--- src/rtl/gticc_qpll_rst_seq_pkg.sv ---
// Shared types and helpers for the GTX QPLL reset/lock sequencer.
// State encodings are fixed because they are exported on the debug port.
package gticc_qpll_pkg;

  typedef enum logic [2:0] {
    ST_PD_HOLD     = 3'd0,
    ST_RESET_HOLD  = 3'd1,
    ST_WAIT_LOCK   = 3'd2,
    ST_LOCK_STABLE = 3'd3,
    ST_READY       = 3'd4,
    ST_FAIL        = 3'd5
  } state_e;

  // One bit of headroom above the widest cycle count keeps compares unsigned-safe.
  function automatic int cnt_width(input int a, input int b, input int c, input int d);
    int m;
    m = a;
    if (b > m) m = b;
    if (c > m) m = c;
    if (d > m) m = d;
    return $clog2(m) + 1;
  endfunction

endpackage

--- src/rtl/gticc_qpll_rst_seq_sync2.sv ---
// Two-flop synchronizer with asynchronous active-low clear, for slow
// level signals crossing into clk (no handshake, no pulse capture).
module gticc_sync2 #(
  parameter int W = 1
) (
  input  logic         clk,
  input  logic         rst_n,
  input  logic [W-1:0] d,
  output logic [W-1:0] q
);

  logic [W-1:0] meta_q;
  logic [W-1:0] sync_q;

  always_ff @(posedge clk or negedge rst_n) begin
    if (!rst_n) begin
      meta_q <= '0;
      sync_q <= '0;
    end else begin
      meta_q <= d;
      sync_q <= meta_q;
    end
  end

  assign q = sync_q;

endmodule

--- src/rtl/gticc_qpll_rst_seq.sv ---
// Power-down / reset / lock-supervision sequencer for the GTX QPLL common block.
// Outputs are registered from the next state so they move with the state register.
module gticc_qpll_rst_seq
  import gticc_qpll_pkg::*;
#(
  parameter int PD_CYCLES     = 64,
  parameter int RST_CYCLES    = 32,
  parameter int LOCK_TIMEOUT  = 65536,
  parameter int STABLE_CYCLES = 1024,
  parameter int MAX_RETRIES   = 4
) (
  input  logic       clk,
  input  logic       rst_n,
  input  logic       soft_reset,
  input  logic       qplllock,
  input  logic       qpllrefclklost,
  output logic       qpllpd,
  output logic       qpllreset,
  output logic       qpll_ready,
  output logic       fail,
  output logic [3:0] retry_cnt,
  output logic [7:0] lock_loss_cnt,
  output logic [2:0] state
);

  localparam int CW = cnt_width(PD_CYCLES, RST_CYCLES, LOCK_TIMEOUT, STABLE_CYCLES);

  localparam logic [CW-1:0] CNT_ONE  = CW'(1);
  localparam logic [CW-1:0] PD_LAST  = CW'(PD_CYCLES - 1);
  localparam logic [CW-1:0] RST_LAST = CW'(RST_CYCLES - 1);
  localparam logic [CW-1:0] TO_LAST  = CW'(LOCK_TIMEOUT - 1);
  // The WAIT_LOCK cycle that first sees lock_s counts as the first stable cycle.
  localparam logic [CW-1:0] STB_LAST = CW'((STABLE_CYCLES > 1) ? STABLE_CYCLES - 2 : 0);
  localparam logic [3:0]    RETRY_MAX = 4'(MAX_RETRIES);

  logic [1:0] sync_in;
  logic [1:0] sync_out;
  logic       lock_s;
  logic       lost_s;

  assign sync_in = {qpllrefclklost, qplllock};

  gticc_sync2 #(.W(2)) u_sync (
    .clk   (clk),
    .rst_n (rst_n),
    .d     (sync_in),
    .q     (sync_out)
  );

  assign lock_s = sync_out[0];
  assign lost_s = sync_out[1];

  state_e        state_q, state_d;
  logic [CW-1:0] cnt_q, cnt_d;
  logic [3:0]    retry_q, retry_d;
  logic [7:0]    loss_q, loss_d;
  logic          pd_q, pd_d;
  logic          rst_q, rst_d;
  logic          ready_q, ready_d;
  logic          fail_q, fail_d;

  always_ff @(posedge clk or negedge rst_n) begin
    if (!rst_n) begin
      state_q <= ST_PD_HOLD;
      cnt_q   <= '0;
      retry_q <= '0;
      loss_q  <= '0;
      pd_q    <= 1'b1;
      rst_q   <= 1'b1;
      ready_q <= 1'b0;
      fail_q  <= 1'b0;
    end else begin
      state_q <= state_d;
      cnt_q   <= cnt_d;
      retry_q <= retry_d;
      loss_q  <= loss_d;
      pd_q    <= pd_d;
      rst_q   <= rst_d;
      ready_q <= ready_d;
      fail_q  <= fail_d;
    end
  end

  // Event priority: soft_reset > lost_s > timeout > lock_s.
  always_comb begin
    state_d = state_q;
    cnt_d   = cnt_q + CNT_ONE;
    retry_d = retry_q;
    loss_d  = loss_q;

    if (soft_reset) begin
      state_d = ST_PD_HOLD;
      cnt_d   = '0;
      retry_d = '0;
    end else begin
      case (state_q)
        ST_PD_HOLD: begin
          if (cnt_q == PD_LAST) state_d = ST_RESET_HOLD;
        end
        ST_RESET_HOLD: begin
          if (lost_s) cnt_d = '0;
          else if (cnt_q == RST_LAST) state_d = ST_WAIT_LOCK;
        end
        ST_WAIT_LOCK: begin
          if (lost_s) begin
            state_d = ST_RESET_HOLD;
          end else if (cnt_q == TO_LAST) begin
            retry_d = retry_q + 4'd1;
            state_d = (retry_d == RETRY_MAX) ? ST_FAIL : ST_RESET_HOLD;
          end else if (lock_s) begin
            state_d = ST_LOCK_STABLE;
          end
        end
        ST_LOCK_STABLE: begin
          if (lost_s) begin
            state_d = ST_RESET_HOLD;
          end else if (!lock_s) begin
            state_d = ST_WAIT_LOCK;
          end else if (cnt_q == STB_LAST) begin
            state_d = ST_READY;
            retry_d = '0;
          end
        end
        ST_READY: begin
          if (lost_s || !lock_s) begin
            state_d = ST_RESET_HOLD;
            if (loss_q != 8'hFF) loss_d = loss_q + 8'd1;
          end
        end
        ST_FAIL: begin
          state_d = ST_FAIL;
        end
        default: begin
          state_d = ST_PD_HOLD;
        end
      endcase
    end

    if (state_d != state_q) cnt_d = '0;

    pd_d    = (state_d == ST_PD_HOLD) || (state_d == ST_FAIL);
    rst_d   = (state_d == ST_PD_HOLD) || (state_d == ST_RESET_HOLD) || (state_d == ST_FAIL);
    ready_d = (state_d == ST_READY);
    fail_d  = (state_d == ST_FAIL);
  end

  assign qpllpd        = pd_q;
  assign qpllreset     = rst_q;
  assign qpll_ready    = ready_q;
  assign fail          = fail_q;
  assign retry_cnt     = retry_q;
  assign lock_loss_cnt = loss_q;
  assign state         = state_q;

endmodule

--- config.mk ---
export PLATFORM = sky130hd
export DESIGN_NAME = gticc_qpll_rst_seq
export DESIGN_NICKNAME = d
export VERILOG_FILES = /design/src/rtl/gticc_qpll_rst_seq_pkg.sv /design/src/rtl/gticc_qpll_rst_seq_sync2.sv /design/src/rtl/gticc_qpll_rst_seq.sv
export SDC_FILE = /design/constraint.sdc
export NUM_CORES = 1
export LEC_CHECK = 0
export CAP_MARGIN = 30
export CORE_AREA = 2 2 113 82
export DETAILED_ROUTE_END_ITERATION = 8
export DIE_AREA = 0 0 115 84
export PLACE_DENSITY = 0.47
export SYNTH_ARGS = -nofsm -noshare
export SYNTH_HDL_FRONTEND = slang
export SYNTH_SLANG_ARGS = --single-unit
--- constraint.sdc ---
create_clock -name clk -period 2.4 [get_ports clk]
set_input_delay 0.24 -clock clk [delete_from_list [all_inputs] [get_ports clk]]
set_output_delay 0.24 -clock clk [all_outputs]
set_load 0.05 [all_outputs]
; ---- Word-level counts from Yosys, hierarchy flattened
; Index checks and enable logic that the tools add are counted.
[word_totals]
regBits = 40
in_bits = 5
output_inout_bits = 19
wordCells = 68
[classes]
addsub = 3
n_eq_ne = 20
mux = 24
bitwise = 1
reduce_logical = 10
[op_table]
columns = op, n
row1 = two-way mux 17 bit, 4
row2 = two-way mux 3 bit, 12
row3 = two-way mux 4 bit, 6
row4 = case mux 3 bit (6 select lines), 1
row5 = adder 17 x 1 -> 17 bit (second input constant), 1
row6 = == test 17 x 10 -> 1 bit (second input constant), 1
row7 = == test 17 x 16 -> 1 bit (second input constant), 1
row8 = == test 17 x 5 -> 1 bit (second input constant), 1
row9 = == test 17 x 6 -> 1 bit (second input constant), 1
row10 = == test 3 bit (second input constant), 4
row11 = inequality test 3 bit (second input constant), 4
row12 = adder 8 x 1 -> 8 bit (second input constant), 1
row13 = inequality test 8 bit (second input constant), 1
row14 = case mux 4 bit (2 select lines), 1
row15 = == test 3 x 1 -> 1 bit (second input constant), 2
row16 = == test 3 x 2 -> 1 bit (second input constant), 2
row17 = logical NOT 3 bit, 2
row18 = AND reduction 6 bit, 1
row19 = adder 4 x 1 -> 4 bit (second input constant), 1
row20 = == test 4 x 3 -> 1 bit (second input constant), 1
row21 = logical OR 1 bit, 4
row22 = AND reduction 4 bit, 1
row23 = inequality test 3 x 2 -> 1 bit (second input constant), 1
row24 = inequality test 3 bit, 1
row25 = 3 further kinds, 3

; ---- Longest topological paths before layout
[logic_depth]
word_depth = 10
ltp_mapped = 13
ltp_nobuf = 12

; ---- Cells and area by module
; Synthesis repeated with hierarchy kept, for this count alone.
[hier_totals]
cells_unflattened = 201
hier_area_um2 = 2021.9
[modules_own_cells]
columns = mod, n_inst, cells_per_inst, area_per_inst_um2, seq_area_each_um2
row1 = gticc_qpll_rst_seq, 1, 197, 1921.8, 903.4
row2 = gticc_sync2, 1, 4, 100.1, 100.1

; ---- Worst setup path after synthesis
; OpenSTA, ideal clock, no wires.
[synth_path]
path_type = reg-to-reg
start = register cnt_q[0]
end = register cnt_q[10]
arrival_ps = 2556
required_time_ps = 2280
path_slack_ps = -277
stages_incl_launch_ff = 14
path_buffers = 1
synth_period_minus_slack_ps = 2677
path_cell_list = dfrtp_1 -> ha_1 -> and4_1 -> nand2_1 -> nor2_1 -> and3_1 -> ha_1 -> nor2_1 -> o21bai_1 -> a22o_1 -> nor4b_2 -> o21bai_4 -> buf_6 -> nor3_2
[synth_between]
elab_chain_cells = 8
word_cells_on_any_way = 20
[synth_rtl]
columns = item, line_no
row1 = start: declaration, gticc_qpll_rst_seq.sv:54  ; logic [CW-1:0] cnt_q, cnt_d;
row2 = start signal: assignment, gticc_qpll_rst_seq.sv:74  ; cnt_q <= cnt_d;
row3 = == test 17 x 10 -> 1 bit, gticc_qpll_rst_seq.sv:119  ; end else if (cnt_q == STB_LAST) begin
row4 = two-way mux 3 bit, gticc_qpll_rst_seq.sv:119
row5 = two-way mux 3 bit, gticc_qpll_rst_seq.sv:117  ; end else if (!lock_s) begin
row6 = two-way mux 3 bit, gticc_qpll_rst_seq.sv:115  ; if (lost_s) begin
row7 = case mux 3 bit (6 select lines), gticc_qpll_rst_seq.sv:96  ; case (state_q)
row8 = two-way mux 3 bit, gticc_qpll_rst_seq.sv:91  ; if (soft_reset) begin
row9 = inequality test 3 bit, gticc_qpll_rst_seq.sv:139  ; if (state_d != state_q) cnt_d = '0;
row10 = two-way mux 17 bit (*), gticc_qpll_rst_seq.sv:139
row11 = net cnt_d[10], gticc_qpll_rst_seq.sv:54
; The timed path passes the listed nets; every way through them passes the cells marked *.
; A chain may end at the register's enable or synchronous reset.

; ---- Worst setup path after layout
[layout_path]
start = register cnt_q[10]
end = register cnt_q[15]
; Same word-level chain as after synthesis.

==> summary.txt <==
Status
  • Status: finished, violations left
  • Violated checks: negative setup slack

Clocking
  • Total CTS buffers: 5
  • H-tree level count: 2
  • Clock tree buffer depth: 2
  • CTS tree: yes
  • Root buffer cell: clkbuf_16
  • Clk Latency, worst-skew pair: ~0.29 ns
  • Clock slew at reported path FFs: roughly 0.06 ns
  • Clock sink count: 40

Worst setup path
  • Worst Setup End Kind: flop
  • Depth of the worst register-to-register path: 12
  • Max incr delay on CP: approximately 0.37 ns
  • CP Data Required Time: 2.57 ns
  • CP Data Arrival Time: 2.59 ns
  • Worst-path maximum fanout: 7
  • Most used cell along the critical path: and3_4
  • Setup CP Type: reg2reg
  • Setup slack, reg-to-reg: -0.01 ns
  • Worst-path cell chain: and3_4, and3_4, and3_4, and3_4, ha_4, nor2_1, o21bai_1, a22o_4, nor4b_4, o21bai_4, buf_8, nor3_2
  • Cell at the slowest stage of the critical path: dfrtp_1
  • Reg2Reg Capture Point: cnt_q[15]$_DFF_PN0_
  • Crit Reg-Reg Startpoint: cnt_q[10]$_DFF_PN0_
  • Worst setup SP type: flop

Global routing
  • GRT Total Usage: 11.94%
  • GR peak layer: met1
  • Grt met2 use: 15.03%
  • First-pass GRT wire length: between 8 and 9 mm
  • Largest net degree at the start of global routing: approximately 40
  • GR Util met1: 18.71%
  • M3 GR Usage: under 10%
  • Global-route congestion overflow total: 0
  • Vias in the first global route: between 1500 and 2000
  • Initial antenna violation count: 0

Placed design
  • Setup WS pre-CTS: -0.1226 ns
  • Gpl congestion: roughly 0.8
  • Detail Placement HPWL: 3.650 mm
  • IO Port Bufs: 23
  • Dpl cell area: approximately 2800 sq um

Floorplanning
  • Core ar.: approximately 8700 sq um
  • DIE AREA: about 9700 sq um
  • Ports: 24
  • Row count: 29
  • Die X: 115 um
  • Starting Density: 24.89%
  • Die H: 84 um

Drt
  • DRT iter0 DRCs: 68
  • First drt pass iteration count: 4
  • WL final: about 5.2 mm
  • Routed WL per cell: 14.08 um
  • Final ANT Viol Nets: 0
  • Vias: 1702
  • DRC viols: 0
  • DR vias/cell: 4.600

Final layout
  • Layout Nets: 271
  • Layout area overhead: 43.24%
  • Layout cells sized above 1: between 30% and 40%
  • Fin area: 3104 sq um
  • Most frequent cells in the layout: dfrtp_1 (38), buf_4 (33), clkdlybuf4s50_1 (22), nand2_1 (18), nor3_2 (18)
  • Most common cell after layout, fill and taps aside: dfrtp_1
  • Ant diodes: 0

STA
  • Final min period: 2.413 ns
  • Final hold violation count: 0
  • Final worst slack: -0.01339 ns
  • Tightest Pin Transition: 0.5092 ns
  • Finish-stage setup viols: 16
  • Layout Skew: roughly 0.008 ns
  • Unrepaired setup endpoints after global routing: true
  • Final period utilization: 100.6%
  • Hold Slack: 0.3452 ns
  • Slew Viols, Final: 0
  • Slew margin rel.: 65.95%
  • Fmax: 414.4 MHz
  • Setup TNS: -0.1238 ns

Power
  • Clock Power Share: 44.3%
  • Total Power: 1.477 mW
  • Seq pwr share: 47.2%
  • Pwr dens: around 480 nW/um^2
  • Psw: 0.3561 mW
  • Sw frac: 24.11%
  • Lkg Pwr: 1.276 nW
  • Comb power frac: 8.5%
  • Pint: about 1.1 mW
  • Peak supply drop: around 230 uV

Min path
  • Hold EP: u_sync.q[1]$_DFF_PN0_
  • HP Start: u_sync.meta_q[1]$_DFF_PN0_
  • Hold depth: 0
  • Hold Crit Class: reg2reg

Flow run
  • Max cap viols: 0

Yosys
  • Seq/Total Area, Yosys: 46.30%
  • Distinct cells, synth: 50
  • Post-Synthesis Cells: 197
  • Async SR Flop Fraction: 100.0%
  • Mean Syn Cell Area: between 10 and 15 sq um
  • Post-synth design cell area: roughly 2200 sq um
  • Top_reg_cell synth: dfrtp_1
  • Syn nets: around 210
  • FF+latch count, synth: 40
  • Post-synth EDFFs: 0
  • Synth Warn #: 0
==> per-stage QoR <==
step,utilization [%],instances
2_1_floorplan,-,197
5_1_grt,35.65,370
4_1_cts,34.43,368
6_report,35.65,370
3_3_place_gp,31.84,353
3_5_place_dp,31.84,353
==> state kept, by name, summed over array words and instances (netlist names) <==
signal and flops:
retry_cnt 4, u_sync.q 2, qpllreset 1, u_sync.meta_q 2, cnt_q 17, fail 1
qpllpd 1, lock_loss_cnt 8, qpll_ready 1, state 3
==> logic make-up (layout without fill, tap and decap cells) <==
group	count (synthesis)	after routing	synth area share, %
xor+xnor	22	22	8.891
flops	40	40	46.30
fa+ha+maj	5	5	2.887
buf+inv	7	72	1.963
compound gates	23	23	10.45
mux	2	2	0.9815
simple gates	98	98	28.52
==> power by group through the flow <==
stage | sequential [mW] | combinational (mW) | clock (mW)
6_report | 0.698 | 0.126 | 0.654
5_1_grt | 0.700 | 0.139 | 0.712
4_1_cts | 0.698 | 0.119 | 0.677
3_5_place_dp | 0.710 | 0.117 | 0
3_3_place_gp | 0.709 | 0.117 | 0
2_1_floorplan | 0.730 | 0.0384 | 0
==> critical path, delay by kind of cell (launching register included) <==
family,cells,cell delay (ns)
AND/OR/NAND/NOR,7,1.05
AO/OA/AOI/OAI,3,0.55
flip-flops,1,0.37
buffers and inverters,1,0.17
adder cells (fa/ha/maj),1,0.16
==> metal layers <==
layer,vias to the layer above,wire length (um)
li1,839,-
met5,-,0
met1,833,2941
met2,23,2018
met4,0,75
met3,7,173
==> repair_timing <==
item / in CTS / in global routing
resized for setup: 8 / 13
setup endpoints to repair: 19 / 25
setup buffers: 7 / 0
pin swaps: 9 / 3
hold endpoints to repair: 0 / 19
hold buffers: 0 / 1
==> worst max path at each step <==
stage / startpoint / cells after the start / slack (ns) / endpoint
floorplan: cnt_q[8]$_DFF_PN0_ / 12 / -0.02 / cnt_q[0]$_DFF_PN0_
global placement: cnt_q[10]$_DFF_PN0_ / 11 / -0.07 / cnt_q[5]$_DFF_PN0_
detailed placement: cnt_q[1]$_DFF_PN0_ / 12 / -0.12 / cnt_q[5]$_DFF_PN0_
CTS: cnt_q[10]$_DFF_PN0_ / 12 / -0.08 / cnt_q[12]$_DFF_PN0_
global route: cnt_q[10]$_DFF_PN0_ / 11 / -0.15 / qpllpd$_DFF_PN1_
finish: cnt_q[10]$_DFF_PN0_ / 12 / -0.01 / cnt_q[15]$_DFF_PN0_
==> Yosys cell counts, drive strengths merged (2+ instances only) <==
master / n / area share (%)
nor3: 23 / 7.6
nand4: 3 / 1.2
xor2: 11 / 4.4
dfrtp: 38 / 44
dfstp: 2 / 2.4
o21bai: 2 / 1.2
and3: 9 / 2.6
xnor2: 11 / 4.4
nor2: 12 / 2.1
ha: 5 / 2.9
buf: 3 / 1.3
o211ai: 2 / 1.3
o31ai: 2 / 1.3
inv: 3 / 0.52
o21ai: 3 / 0.69
nor4: 6 / 3.1
nor3b: 2 / 1.2
and4: 4 / 1.6
nand3: 10 / 2.3
o2111a: 2 / 1.1
nand2b: 3 / 0.87
nor4b: 2 / 1.1
a21oi: 4 / 0.92
nand2: 19 / 3.3
==> final cells by class <==
cell class	count	area, sq um
fill	892	5604
multi-input combinational	150	1260
sequential	40	1003
timing repair buffer	61	556.8
tap	108	135.1
clock buffer	7	132.6
inverter	3	11.26
clock inverter	1	5.005
Note: power is estimated with default switching activity, not from simulation.
